## config.mk

```make
export PLATFORM = sky130hd
export DESIGN_NAME = wb_memtest
export DESIGN_NICKNAME = d
export VERILOG_FILES = /design/src/rtl/wb_memtest.sv
export SDC_FILE = /design/constraint.sdc
export NUM_CORES = 1
export LEC_CHECK = 0
export ABC_AREA = 1
export BUFFER_PORTS_ARGS = -buffer_cell sky130_fd_sc_hd__buf_2
export CAP_MARGIN = 40
export CORE_ASPECT_RATIO = 1.25
export CORE_MARGIN = 3
export CORE_UTILIZATION = 62
export DETAILED_ROUTE_END_ITERATION = 8
export PLACE_DENSITY = 0.87
export SLEW_MARGIN = 20
export SYNTH_ARGS = -nofsm -noshare
export SYNTH_HDL_FRONTEND = slang
export SYNTH_SLANG_ARGS = --single-unit
```

## constraint.sdc

```tcl
create_clock -name clk -period 3.58 [get_ports clk]
set_clock_uncertainty 0.2 [all_clocks]
set_input_delay 0.716 -clock clk [delete_from_list [all_inputs] [get_ports clk]]
set_output_delay 0.716 -clock clk [all_outputs]
set_load 0.02 [all_outputs]
```

## src/rtl/wb_memtest.sv

```systemverilog
// Wishbone classic initiator: writes a 32-bit Galois LFSR pattern over a word
// range of the SRAM, then reads it back and compares against a regenerated LFSR.
// Stops on the first mismatch or ack timeout and records the failing transfer.
module wb_memtest #(
  parameter int unsigned TIMEOUT = 255,
  parameter logic [31:0] POLY    = 32'h00400007
) (
  input  logic        clk,
  input  logic        rst,
  input  logic        start_i,
  input  logic [14:0] base_i,
  input  logic [15:0] count_i,
  input  logic [31:0] seed_i,
  output logic        busy_o,
  output logic        done_o,
  output logic        fail_o,
  output logic        tmo_o,
  output logic [16:0] fail_adr_o,
  output logic [31:0] fail_exp_o,
  output logic [31:0] fail_got_o,
  output logic [16:0] adr_o,
  output logic [31:0] dat_o,
  input  logic [31:0] dat_i,
  output logic [3:0]  sel_o,
  output logic        we_o,
  output logic        cyc_o,
  output logic        stb_o,
  input  logic        ack_i
);

  typedef enum logic [2:0] {
    IDLE, WR_REQ, WR_GAP, RD_REQ, RD_GAP, FINISH
  } state_t;

  // Wait counter value on which the next ack-less cycle triggers the abort.
  localparam logic [7:0] TMO_LAST = 8'(TIMEOUT - 1);

  state_t      state_q, state_d;
  logic [14:0] base_q, base_d;
  logic [15:0] count_q, count_d;
  logic [31:0] seed_q, seed_d;
  logic [31:0] lfsr_q, lfsr_d;
  logic [15:0] idx_q, idx_d;
  logic [7:0]  wait_q, wait_d;
  logic        cyc_q, cyc_d;
  logic        stb_q, stb_d;
  logic        we_q, we_d;
  logic [16:0] adr_q, adr_d;
  logic [31:0] dat_q, dat_d;
  logic        busy_q, busy_d;
  logic        done_q, done_d;
  logic        fail_q, fail_d;
  logic        tmo_q, tmo_d;
  logic [16:0] fail_adr_q, fail_adr_d;
  logic [31:0] fail_exp_q, fail_exp_d;
  logic [31:0] fail_got_q, fail_got_d;

  logic [31:0] seed_eff;
  logic [14:0] next_word;

  function automatic logic [31:0] lfsr_step(input logic [31:0] l);
    return {l[30:0], 1'b0} ^ (l[31] ? POLY : '0);
  endfunction

  assign seed_eff  = (seed_i == '0) ? 32'h1 : seed_i;
  // 15-bit add wraps the word address at the top of the device.
  assign next_word = base_q + idx_q[14:0];

  // State register and all registered outputs.
  always_ff @(posedge clk) begin
    if (rst) begin
      state_q    <= IDLE;
      base_q     <= '0;
      count_q    <= '0;
      seed_q     <= '0;
      lfsr_q     <= '0;
      idx_q      <= '0;
      wait_q     <= '0;
      cyc_q      <= 1'b0;
      stb_q      <= 1'b0;
      we_q       <= 1'b0;
      adr_q      <= '0;
      dat_q      <= '0;
      busy_q     <= 1'b0;
      done_q     <= 1'b0;
      fail_q     <= 1'b0;
      tmo_q      <= 1'b0;
      fail_adr_q <= '0;
      fail_exp_q <= '0;
      fail_got_q <= '0;
    end else begin
      state_q    <= state_d;
      base_q     <= base_d;
      count_q    <= count_d;
      seed_q     <= seed_d;
      lfsr_q     <= lfsr_d;
      idx_q      <= idx_d;
      wait_q     <= wait_d;
      cyc_q      <= cyc_d;
      stb_q      <= stb_d;
      we_q       <= we_d;
      adr_q      <= adr_d;
      dat_q      <= dat_d;
      busy_q     <= busy_d;
      done_q     <= done_d;
      fail_q     <= fail_d;
      tmo_q      <= tmo_d;
      fail_adr_q <= fail_adr_d;
      fail_exp_q <= fail_exp_d;
      fail_got_q <= fail_got_d;
    end
  end

  // Next-state and next-output logic for the write/read-back sequence.
  always_comb begin
    state_d    = state_q;
    base_d     = base_q;
    count_d    = count_q;
    seed_d     = seed_q;
    lfsr_d     = lfsr_q;
    idx_d      = idx_q;
    wait_d     = wait_q;
    cyc_d      = cyc_q;
    stb_d      = stb_q;
    we_d       = we_q;
    adr_d      = adr_q;
    dat_d      = dat_q;
    busy_d     = busy_q;
    done_d     = 1'b0;
    fail_d     = fail_q;
    tmo_d      = tmo_q;
    fail_adr_d = fail_adr_q;
    fail_exp_d = fail_exp_q;
    fail_got_d = fail_got_q;

    unique case (state_q)
      IDLE: begin
        if (start_i) begin
          base_d     = base_i;
          count_d    = count_i;
          seed_d     = seed_eff;
          lfsr_d     = seed_eff;
          idx_d      = '0;
          wait_d     = '0;
          busy_d     = 1'b1;
          fail_d     = 1'b0;
          tmo_d      = 1'b0;
          fail_adr_d = '0;
          fail_exp_d = '0;
          fail_got_d = '0;
          if (count_i == '0) begin
            state_d = FINISH;
          end else begin
            state_d = WR_REQ;
            cyc_d   = 1'b1;
            stb_d   = 1'b1;
            we_d    = 1'b1;
            adr_d   = {base_i, 2'b00};
            dat_d   = seed_eff;
          end
        end
      end

      WR_REQ: begin
        if (ack_i) begin
          cyc_d   = 1'b0;
          stb_d   = 1'b0;
          lfsr_d  = lfsr_step(lfsr_q);
          idx_d   = idx_q + 16'd1;
          state_d = WR_GAP;
        end else if (wait_q == TMO_LAST) begin
          cyc_d      = 1'b0;
          stb_d      = 1'b0;
          we_d       = 1'b0;
          fail_d     = 1'b1;
          tmo_d      = 1'b1;
          fail_adr_d = adr_q;
          fail_exp_d = dat_q;
          fail_got_d = '0;
          state_d    = FINISH;
        end else begin
          wait_d = wait_q + 8'd1;
        end
      end

      WR_GAP: begin
        cyc_d  = 1'b1;
        stb_d  = 1'b1;
        wait_d = '0;
        if (idx_q == count_q) begin
          lfsr_d  = seed_q;
          idx_d   = '0;
          we_d    = 1'b0;
          adr_d   = {base_q, 2'b00};
          state_d = RD_REQ;
        end else begin
          we_d    = 1'b1;
          adr_d   = {next_word, 2'b00};
          dat_d   = lfsr_q;
          state_d = WR_REQ;
        end
      end

      RD_REQ: begin
        if (ack_i) begin
          cyc_d = 1'b0;
          stb_d = 1'b0;
          if (dat_i != lfsr_q) begin
            fail_d     = 1'b1;
            fail_adr_d = adr_q;
            fail_exp_d = lfsr_q;
            fail_got_d = dat_i;
            state_d    = FINISH;
          end else begin
            lfsr_d  = lfsr_step(lfsr_q);
            idx_d   = idx_q + 16'd1;
            state_d = RD_GAP;
          end
        end else if (wait_q == TMO_LAST) begin
          cyc_d      = 1'b0;
          stb_d      = 1'b0;
          fail_d     = 1'b1;
          tmo_d      = 1'b1;
          fail_adr_d = adr_q;
          fail_exp_d = lfsr_q;
          fail_got_d = '0;
          state_d    = FINISH;
        end else begin
          wait_d = wait_q + 8'd1;
        end
      end

      RD_GAP: begin
        if (idx_q == count_q) begin
          state_d = FINISH;
        end else begin
          cyc_d   = 1'b1;
          stb_d   = 1'b1;
          wait_d  = '0;
          adr_d   = {next_word, 2'b00};
          state_d = RD_REQ;
        end
      end

      FINISH: begin
        we_d    = 1'b0;
        busy_d  = 1'b0;
        done_d  = 1'b1;
        state_d = IDLE;
      end

      default: state_d = IDLE;
    endcase
  end

  assign busy_o     = busy_q;
  assign done_o     = done_q;
  assign fail_o     = fail_q;
  assign tmo_o      = tmo_q;
  assign fail_adr_o = fail_adr_q;
  assign fail_exp_o = fail_exp_q;
  assign fail_got_o = fail_got_q;
  assign adr_o      = adr_q;
  assign dat_o      = dat_q;
  assign sel_o      = 4'hF;
  assign we_o       = we_q;
  assign cyc_o      = cyc_q;
  assign stb_o      = stb_q;

endmodule
```

Word-level counts from Yosys, hierarchy flattened

Cells that the tools add are included.

Flip-flop bits (word level): 258
Output and inout bits: 141
Word-level logic and storage cells: 145

Add/subtract/negate cells: 3
Equal/unequal tests: 24
Multiplexer cells: 76
Bitwise operators: 1
Reductions and logical operators: 23

Operator list:

| kind                                           | number |
|---|---|
| two-way mux 32 bit                             | 19 |
| case mux 32 bit (3 select lines)               | 2 |
| two-way mux 17 bit                             | 9 |
| case mux 32 bit (4 select lines)               | 1 |
| case mux 17 bit (3 select lines)               | 2 |
| two-way mux 16 bit                             | 5 |
| case mux 16 bit (4 select lines)               | 1 |
| case mux 32 bit (2 select lines)               | 1 |
| zero test 32 bit                               | 1 |
| two-way mux 8 bit                              | 4 |
| inequality test 32 bit                         | 1 |
| case mux 8 bit (4 select lines)                | 1 |
| bitwise XOR 32 x 23 -> 32 bit                  | 1 |
| inequality test 2 bit (second input constant)  | 12 |
| two-way mux 23 bit                             | 1 |
| two-way mux 3 bit                              | 6 |
| two-way mux 1 bit                              | 17 |
| adder 16 x 1 -> 16 bit (second input constant) | 1 |
| equality test 16 bit                           | 1 |
| zero test 16 bit                               | 1 |
| AND reduction 4 bit                            | 4 |
| adder 15 bit                                   | 1 |
| case mux 3 bit (5 select lines)                | 1 |
| AND reduction 5 bit                            | 3 |
| other kinds (19)                               | 31 |

Longest topological paths before layout

Gate-level depths: netlist (run 1).

Depth after elaboration: 5
Mapped depth: 15
Mapped depth without buffers: 14

Worst setup path before layout (run 1)

OpenSTA, ideal clock, no wires.

Path type: in2reg
From: in dat_i[9]
To: reg lfsr_q[21]
Library setup time: 0.113 ns
Arrival time: 1.977 ns
Data required time: 3.267 ns
Path slack: 1.290 ns
Cell stages on the path: 14
Path through: inv_1 -> nand2_1 -> nand2_1 -> nand3_1 -> nor2_1 -> nand2_1 -> nor2_1 -> nand2_1 -> nand2_1 -> nand3_4 -> buf_6 -> buf_6 -> nor2_1 -> nor2_1

Longest elaborated chain between the ends: 3

Ends and longest elaborated chain:

| element                                | RTL line | RTL |
|---|---|---|
| from (decl)                            | 23       | `input logic [31:0] dat_i,` |
| inequality test 32 bit                 | 208      | `if (dat_i != lfsr_q) begin` |
| inequality test 2 bit (no source line) | -        |  |
| AND reduction 6 bit (no source line)   | -        |  |
| to (signal assigned)                   | 96       | `lfsr_q <= lfsr_d;` |
| to (decl)                              | 42       | `logic [31:0] lfsr_q, lfsr_d;` |

Every way passes these cells.
A chain may end at the register's enable or synchronous reset.

Worst setup path in the final report (run 1)

From: reg state_q[2]
To: reg lfsr_q[28]

Longest elaborated chain between the ends: 3
Elaborated cells between the ends (all ways): 12
Those cells by class: eq/ne (8); mux (1); reduce/logical (3)

Ends and longest elaborated chain:

| element                                                                             | RTL line | RTL |
|---|---|---|
| from (decl)                                                                         | 38       | `state_t state_q, state_d;` |
| from (signal assigned)                                                              | 92       | `state_q <= state_d;` |
| equality test 3 x 2 -> 1 bit (tied with other cells)                                | 136      | `unique case (state_q)` |
| nonzero test 4 bit (no source line) / inequality test 2 bit (equally long branches) | -        |  |
| AND reduction 6 bit (no source line)                                                | -        |  |

Several ways; a longest one is shown, not always the timed one.

==> run summary, run 1 <==
wire per inst - 17.2 µm
largest net degree at the start of global routing - 92
Synth-to-Final Area Change - 14.9%
# diodes - 0
crit path kind - reg2reg
maximum VDD drop - 0.384 mV
Hold Fails Final Rpt - 0
Post-Layout Cell Count - 2714
DRT Pass-1 Iters - 5
count leader, synth - nand2_1
sequential-to-total area share from yosys stat - 0.358
Die X - 142 µm
Netlist cell types - 40
Cell Area, Synth - 0.0143 mm²
share of cells above drive strength 1 - 0.141
max cap viols - 0
clock slew at reported path FFs - 0.06 ns
placed cells - 2668
antenna viol nets, final - 0
fin crit share - 0.808
Clock Root Buffer - clkbuf_16
GPL Wtd Cong - 0.939
Pleak - 7.65 nW
number of synthesized register bits - 256
Core ar. - 0.0225 mm²
HPWL Detailed - 33100 µm
Post-synth EDFFs - 0
Chip Height - 176 µm
RSZ-0062 raised after global routing - false
relative slew slack - 0.397
top cells by area, synth - dfxtp_1 36%, nand2_1 18%, a21oi_1 6.8%, inv_1 6.6%, nor2_1 6.2%
CTS Buf Count - 27
share of the synthesized area in the top cell type - 0.358
FP Rows - 61
I/O pin cnt - 240
GRT overflow - 0
ys flop type - dfxtp_1
synthesized area per cell - 6.36 µm²
Setup Buffers After CTS - 0
Post-synth ARST share - 0
status - completed
CTS tree - built
highest clock rate - 346 MHz
initial antenna violation count - 0
number of global-route vias before repair - 14500
Synth top cells by count - 688 x nand2_1, 256 x dfxtp_1, 250 x inv_1
crit path DAT - 3.12 ns
die area - 0.0250 mm²
clk buf depth - 3
via/cell ratio - 5.78
Critical Path RT - 3.81 ns
final wirelength - 46700 µm
Hold/Removal Path Class - in2reg
Slew @ Worst Pin - 0.902 ns
Mapped Cells - 2251
Net count, final - 2533
Starting Density - 0.636
H-tree Lvls - 1
Total Power - 7.90 mW
drt drc - 0
hold_buf cts - 0
hold_ws - 0.229 ns
# clock sinks - 256
IO Port Bufs - 233
fin. max-slew vios - 0
Tmin final - 2.89 ns
PwrDens - 480 mW/mm²
routed via count - 15700
Crit. End Element - flip-flop
global-route usage over all layers - 0.360
Post-Route Utilization - 0.731
Yosys top cell by area - dfxtp_1
first-pass GRT wire length - 73900 µm
setup TNS - 0 ns
post-CTS sizing - 0
DRT iter0 DRCs - 1403
Crit Path Max Fanout - 79
Skew-Pair Late Insertion Delay - 0.54 ns
critical path launch point type - flip-flop
synth warn - 0
Final setup viols - 0
through the flow:
step / worst slack, ns / instance area [µm²]
floorplan: 1.29 / 14300
global placement: 0.762 / 15600
detailed placement: 0.704 / 15600
CTS: 0.779 / 16400
global route: 0.437 / 16500
finish: 0.688 / 16500
area by class of cell:
class	instances	area, µm²
Clock buffer	40	774
Clock inverter	4	52.6
Fill cell	1898	6060
Inverter	261	981
Multi-Input combinational cell	1602	7680
Sequential cell	256	5120
Tap cell	283	354
Timing Repair Buffer	268	1500
routing by layer:
metal / up-vias / global-route usage / part of all wire
met5: - / 0 / 0
met4: 0 / 0.196 / 0.062
met3: 175 / 0.0504 / 0.084
met2: 850 / 0.634 / 0.49
met1: 7082 / 0.420 / 0.36
li1: 7577 / - / -
kinds of logic after synthesis:
| kind of cell | synth area share |
|---|---|
| XOR/XNOR | 0.0208 |
| AO/OA/AOI/OAI | 0.191 |
| adder cells (fa/ha/maj) | 0.0162 |
| buffers and inverters | 0.109 |
| flip-flops | 0.358 |
| AND/OR/NAND/NOR | 0.305 |
| other | 0.000524 |
cell usage in the layout (no fill, tap or decap), types with 3 or more instances in the layout:
| master | count |
|---|---|
| clkbuf_1 | 8 |
| o211ai_1 | 46 |
| inv_2 | 8 |
| buf_2 | 232 |
| nor2_1 | 233 |
| inv_1 | 249 |
| or2_2 | 17 |
| xnor2_1 | 16 |
| nor4_1 | 4 |
| clkinv_1 | 3 |
| ha_1 | 17 |
| nand3_1 | 75 |
| nor2_4 | 6 |
| nand4_1 | 33 |
| nor3_1 | 12 |
| nand3b_1 | 4 |
| clkbuf_8 | 5 |
| nand2_1 | 688 |
| buf_4 | 32 |
| clkbuf_16 | 27 |
| dfxtp_1 | 256 |
| o21ai_0 | 135 |
| conb_1 | 6 |
| nor2_2 | 3 |
| o221ai_1 | 46 |
| xor2_1 | 18 |
| a21oi_1 | 194 |
| a22oi_1 | 35 |
registers in the layout, summed over array words and instances, names as in the netlist:
| name | count |
|---|---|
| we_o | 1 |
| adr_o | 15 |
| fail_got_o | 32 |
| idx_q | 16 |
| lfsr_q | 32 |
| fail_o | 1 |
| count_q | 16 |
| fail_exp_o | 32 |
| tmo_o | 1 |
| fail_adr_o | 17 |
| base_q | 15 |
| stb_o | 1 |
| state_q | 3 |
| wait_q | 8 |
| dat_o | 32 |
| seed_q | 32 |
| busy_o | 1 |
| done_o | 1 |
critical path, cell delays in order, from the launching register on:
cell,delay [ns]
dfxtp_1,0.38
nor2_2,0.31
inv_2,0.19
nor2_4,0.39
nand2_1,0.20
nand3_4,0.09
buf_4,0.66
nand2_1,0.17
nand2_1,0.11
nor2_1,0.05
final timing paths:
path	cells after the start	slack, ns	endpoint	from
worst max-delay path	9	0.69	lfsr_q[28]	state_q[2]
worst min-delay path	3	0.23	base_q[11]	base_i[11]
worst max register to register	9	0.69	lfsr_q[28]	state_q[2]
worst min register to register	2	0.25	fail_adr_o[1]	fail_adr_o[1]
where the power goes:
| part | switching (mW) | internal, mW |
|---|---|---|
| clock | 1.16 | 1.55 |
| sequential | 0.206 | 3.11 |
| combinational | 1.28 | 0.576 |
| total | 2.65 | 5.24 |
No activity file was read; power rests on OpenSTA's default activity.
==> run 2: changes to the inputs <==
--- a/config.mk
+++ b/config.mk
@@ -5,14 +5,14 @@
 export SDC_FILE = /design/constraint.sdc
 export NUM_CORES = 1
 export LEC_CHECK = 0
-export ABC_AREA = 1
+export ABC_AREA = 0
 export BUFFER_PORTS_ARGS = -buffer_cell sky130_fd_sc_hd__buf_2
 export CAP_MARGIN = 40
 export CORE_ASPECT_RATIO = 1.25
 export CORE_MARGIN = 3
-export CORE_UTILIZATION = 62
+export CORE_UTILIZATION = 55
 export DETAILED_ROUTE_END_ITERATION = 8
-export PLACE_DENSITY = 0.87
+export PLACE_DENSITY = 0.8
 export SLEW_MARGIN = 20
 export SYNTH_ARGS = -nofsm -noshare
 export SYNTH_HDL_FRONTEND = slang
==> constraint.sdc (replaced) <==
create_clock -name clk -period 3 [get_ports clk]
set_clock_uncertainty 0.2 [all_clocks]
set_input_delay 0.6 -clock clk [delete_from_list [all_inputs] [get_ports clk]]
set_output_delay 0.6 -clock clk [all_outputs]
set_load 0.02 [all_outputs]
==> run summary, run 2 <==
most frequent cells in the layout - 251 x dfxtp_1, 239 x nand2_1, 232 x buf_2
commonest non-fill, non-tap cell in the layout - dfxtp_1
clock slew at reported path FFs - 0.06 ns
Critical Path RT - 3.19 ns
FP Rows - 59
highest clock rate - 349 MHz
IO Port Bufs - 233
Slew @ Worst Pin - 0.567 ns
initial antenna violation count - 1
HPWL Detailed - 25800 µm
Hold Fails Final Rpt - 0
count leader, synth - dfxtp_1
# fillers - 1665
Hold/Removal Path Class - in2reg
Mapped Cells - 1420
maximum VDD drop - 0.524 mV
Skew-Pair Late Insertion Delay - 0.52 ns
critical path launch point type - flip-flop
number of synthesized register bits - 256
global-route usage over all layers - 0.291
fin. max-slew vios - 0
Post-Layout Cell Count - 1923
CTS tree - built
synth warn - 0
Synth-to-Final Area Change - 21.5%
Crit Path Max Fanout - 17
GRT overflow - 0
DRT iter0 DRCs - 1276
Chip Height - 171 µm
crit path launch - lfsr_q[27]
share of cells above drive strength 1 - 0.239
Clock Root Buffer - clkbuf_16
# clock sinks - 256
PwrDens - 629 mW/mm²
placed cells - 1870
GPL Wtd Cong - 0.916
via/cell ratio - 6.11
status - completed
share of the synthesized area in the top cell type - 0.426
Core ar. - 0.0212 mm²
hold_buf cts - 0
die area - 0.0237 mm²
ys flop type - dfxtp_1
Final setup viols - 0
Yosys top cell by area - dfxtp_1
worst r2r src - lfsr_q[27]
Net count, final - 1745
Worst R2R Path Depth - 8
DRT Pass-1 Iters - 9
drt drc - 0
fin crit share - 0.955
H-tree Lvls - 1
CTS Buf Count - 26
Starting Density - 0.568
Pleak - 6.22 nW
number of global-route vias before repair - 11000
I/O pin cnt - 240
final wirelength - 36500 µm
Reg-to-Reg End - lfsr_q[13]
Die X - 138 µm
first-pass GRT wire length - 57600 µm
crit path kind - reg2reg
largest net degree at the start of global routing - 65
top cells by area, synth - dfxtp_1 43%, nand2_1 7.5%, mux2i_1 5.3%, a21oi_1 4.3%, nor2_1 4.1%
relative slew slack - 0.621
routed via count - 11700
Post-synth ARST share - 0
antenna viol nets, final - 0
Tmin final - 2.86 ns
synthesized area per cell - 8.47 µm²
max cap viols - 0
crit path DAT - 3.05 ns
hold_ws - 0.116 ns
Crit. End Element - flip-flop
RSZ-0062 raised after global routing - false
wire per inst - 19.0 µm
Netlist cell types - 62
Setup crit end - lfsr_q[13]
sequential-to-total area share from yosys stat - 0.426
clk buf depth - 3
Synth top cells by count - 256 x dfxtp_1, 239 x nand2_1, 132 x nor2_1
Post-synth EDFFs - 0
Cell Area, Synth - 0.0120 mm²
reg-to-reg slack, setup - 0.14 ns
-- run 2: cell count changes after synthesis, sizes merged, moves of 47 or more --
cell and change:
mux2i +64, inv -251, o21ai -86, nand2 -450
nor2 -109, a22o +47, nand3 -62, a21oi -92
nor4 +54
-- run 2: power by group --
group / internal, mW / switching (mW)
Sequential: 3.66 / 0.264
Combinational: 0.727 / 1.22
Clock: 2.02 / 1.31
Total: 6.40 / 2.80
-- run 2: cell families after synthesis --
family                     synth area share
and+or+nand+nor                       0.190
buffers and inverters                0.0445
AOI/OAI and AO/OA                     0.211
xor gates and xnor gates             0.0560
other                              0.000624
muxes                                0.0532
DFF                                   0.426
adders and majority gates            0.0193
-- run 2: worst min-delay path by stage --
stage | from | to | cells after the start
3_3_place_gp | seed_q[21] | seed_q[21] | 2
2_1_floorplan | seed_q[18] | seed_q[18] | 2
3_5_place_dp | seed_q[16] | seed_q[16] | 2
6_report | dat_i[24] | fail_got_o[24] | 2
5_1_grt | dat_i[29] | fail_got_o[29] | 2
4_1_cts | dat_i[24] | fail_got_o[24] | 2
-- run 2: stage by stage --
stage,total power [mW],instance area [µm²],utilization,setup slack [ns],TNS (ns)
6_report,9.20,14600,0.690,0.136,0
3_3_place_gp,5.82,13700,0.645,-0.0524,-1.19
3_5_place_dp,5.88,13700,0.645,-0.120,-3.49
5_1_grt,9.57,14600,0.690,0.00891,0
2_1_floorplan,5.18,12000,-,0.348,0
4_1_cts,9.19,14600,0.687,0.0875,0
-- run 2: repair_timing --
item | in CTS | in global routing
resized for setup | 0 | 6
endpoints found under the setup margin | 0 | 45
buffers inserted | 0 | 3
-- run 2: metal layers --
metal,vias to the layer above,track usage,wire length (µm),part of all wire
li1,5537,-,-,-
met1,5535,0.342,13800,0.38
met2,563,0.522,18200,0.50
met3,104,0.0520,2930,0.080
met4,2,0.133,1550,0.043
met5,-,0,13,0.00036
-- run 2: worst max-delay path, stage by stage (launching register included) --
cell and delay (ns):
dfxtp_1 0.46, xor2_1 0.20, nor4_1 0.41, nand4_1 0.24, o211a_1 0.34, nor3_4 0.28
buf_6 0.30, mux2i_1 0.24, nor2_1 0.06
-- run 2: cell type report --
type / count / area (µm²) / area share
antenna: 2 / 5.00 / 0.000342
clock buffer: 42 / 852 / 0.0583
clock inverter: 5 / 50.0 / 0.00342
inverter: 8 / 30.0 / 0.00205
multi-input combinational: 1039 / 6430 / 0.439
sequential: 256 / 5130 / 0.351
tap: 274 / 343 / 0.0234
timing repair buffer: 297 / 1790 / 0.122
==> run 3: changes to the inputs <==
--- a/config.mk
+++ b/config.mk
@@ -5,14 +5,14 @@
 export SDC_FILE = /design/constraint.sdc
 export NUM_CORES = 1
 export LEC_CHECK = 0
-export ABC_AREA = 0
+export ABC_AREA = 1
 export BUFFER_PORTS_ARGS = -buffer_cell sky130_fd_sc_hd__buf_2
 export CAP_MARGIN = 40
 export CORE_ASPECT_RATIO = 1.25
 export CORE_MARGIN = 3
-export CORE_UTILIZATION = 55
+export CORE_UTILIZATION = 57
 export DETAILED_ROUTE_END_ITERATION = 8
-export PLACE_DENSITY = 0.8
+export PLACE_DENSITY = 0.81
 export SLEW_MARGIN = 20
 export SYNTH_ARGS = -nofsm -noshare
 export SYNTH_HDL_FRONTEND = slang
==> run summary, run 3 (same netlist as run 1, synthesis figures left out) <==
largest net degree at the start of global routing - 92
final wirelength - 45700 µm
Skew-Pair Late Insertion Delay - 0.55 ns
number of global-route vias before repair - 14500
# fillers - 2177
I/O pin cnt - 240
routed via count - 15500
DRT Pass-1 Iters - 5
Post-Route Utilization - 0.679
Synth-to-Final Area Change - 16.6%
Setup Buffers After CTS - 0
Max stage delay on crit path - 0.58 ns
CTS tree - built
Net count, final - 2537
H-tree Lvls - 1
# clock sinks - 256
maximum VDD drop - 0.510 mV
hold_buf cts - 0
drt drc - 0
clock slew at reported path FFs - 0.06 ns
Slew @ Worst Pin - 0.729 ns
Crit Path Max Fanout - 32
highest clock rate - 364 MHz
pre-CTS setup slack - 0.200 ns
CTS Buf Count - 27
PwrDens - 583 mW/mm²
post-CTS sizing - 0
Most common cell on crit path - inv_2
Pleak - 7.75 nW
worst hold path depth - 3
most frequent cells in the layout - 688 x nand2_1, 256 x dfxtp_1, 249 x inv_1
relative slew slack - 0.514
Worst R2R Path Depth - 10
HPWL Detailed - 32400 µm
antenna viol nets, final - 0
crit path DAT - 3.01 ns
die area - 0.0271 mm²
GRT overflow - 0
status - completed
Starting Density - 0.583
Core ar. - 0.0246 mm²
wire per inst - 16.5 µm
setup TNS - 0 ns
CP Cell Sequence - inv_2 > nand2_1 > nor2_1 > inv_2 > nor2_1 > a21oi_1 > nand3_1 > inv_2 > o211ai_1 > a21oi_1
Hold Fails Final Rpt - 0
Hold/Removal Path Class - in2reg
FP Rows - 64
commonest non-fill, non-tap cell in the layout - nand2_1
final setup margin - 0.253 ns
initial antenna violation count - 1
DRT iter0 DRCs - 1305
Tmin final - 2.75 ns
Crit. End Element - flip-flop
RSZ-0062 raised after global routing - false
Total Power - 9.73 mW
crit path kind - reg2reg
critical path launch point type - flip-flop
max cap viols - 0
fin. max-slew vios - 0
share of cells above drive strength 1 - 0.146
via/cell ratio - 5.61
Chip Height - 183 µm
Die X - 148 µm
fin crit share - 0.916
Critical Path RT - 3.26 ns
first-pass GRT wire length - 72400 µm
global-route usage over all layers - 0.323
Final setup viols - 0
IO Port Bufs - 233
GPL Wtd Cong - 0.936
CP max stage cell - inv_2
clk buf depth - 3
Clock Root Buffer - clkbuf_16
-- run 3: power by group --
group	internal (mW)	switching, mW	leakage [nW]	total [mW]
Sequential	3.71	0.249	2.10	3.96
Clock	2.11	1.43	0.469	3.54
Combinational	0.709	1.52	5.18	2.23
Total	6.53	3.20	7.75	9.73
-- run 3: cell type report --
| cell class | count | area, µm² | area share |
|---|---|---|---|
| timing repair buffer | 272 | 1560 | 0.0935 |
| inverter | 261 | 981 | 0.0588 |
| antenna | 2 | 5.00 | 0.000300 |
| clock buffer | 38 | 797 | 0.0477 |
| tap | 330 | 413 | 0.0247 |
| clock inverter | 11 | 138 | 0.00824 |
| sequential | 256 | 5120 | 0.307 |
| multi-input combinational | 1602 | 7680 | 0.460 |
-- run 3: final timing paths --
check	from	end	slack [ns]
hold reg to reg	fail_adr_o[0]	fail_adr_o[0]	0.25
hold / removal	base_i[8]	base_q[8]	0.11
setup reg to reg	state_q[2]	dat_o[1]	0.25
setup / recovery	state_q[2]	dat_o[1]	0.25
-- run 3: worst max-delay path: cells and delay by family, from the launching register on --
family                 cells  cell delay (ns)
buffers and inverters      3             0.79
AO/OA/AOI/OAI              3             0.64
AND/OR/NAND/NOR            4             0.55
flip-flops                 1             0.48
-- run 3: routing by layer --
layer	GRT usage	vias up	wire (µm)	share of wire
li1	-	7598	-	-
met1	0.371	7103	16900	0.37
met2	0.565	673	22100	0.48
met3	0.0398	174	3340	0.073
met4	0.213	0	3340	0.073
met5	0	-	0	0
-- run 3: metrics by stage --
stage,instance area [µm²],hold slack (ns),std cells
2_1_floorplan,14300,0.243,2255
3_3_place_gp,15800,0.227,2721
3_5_place_dp,15800,0.242,2721
4_1_cts,16700,0.0952,2770
5_1_grt,16700,0.110,2771
6_report,16700,0.106,2772
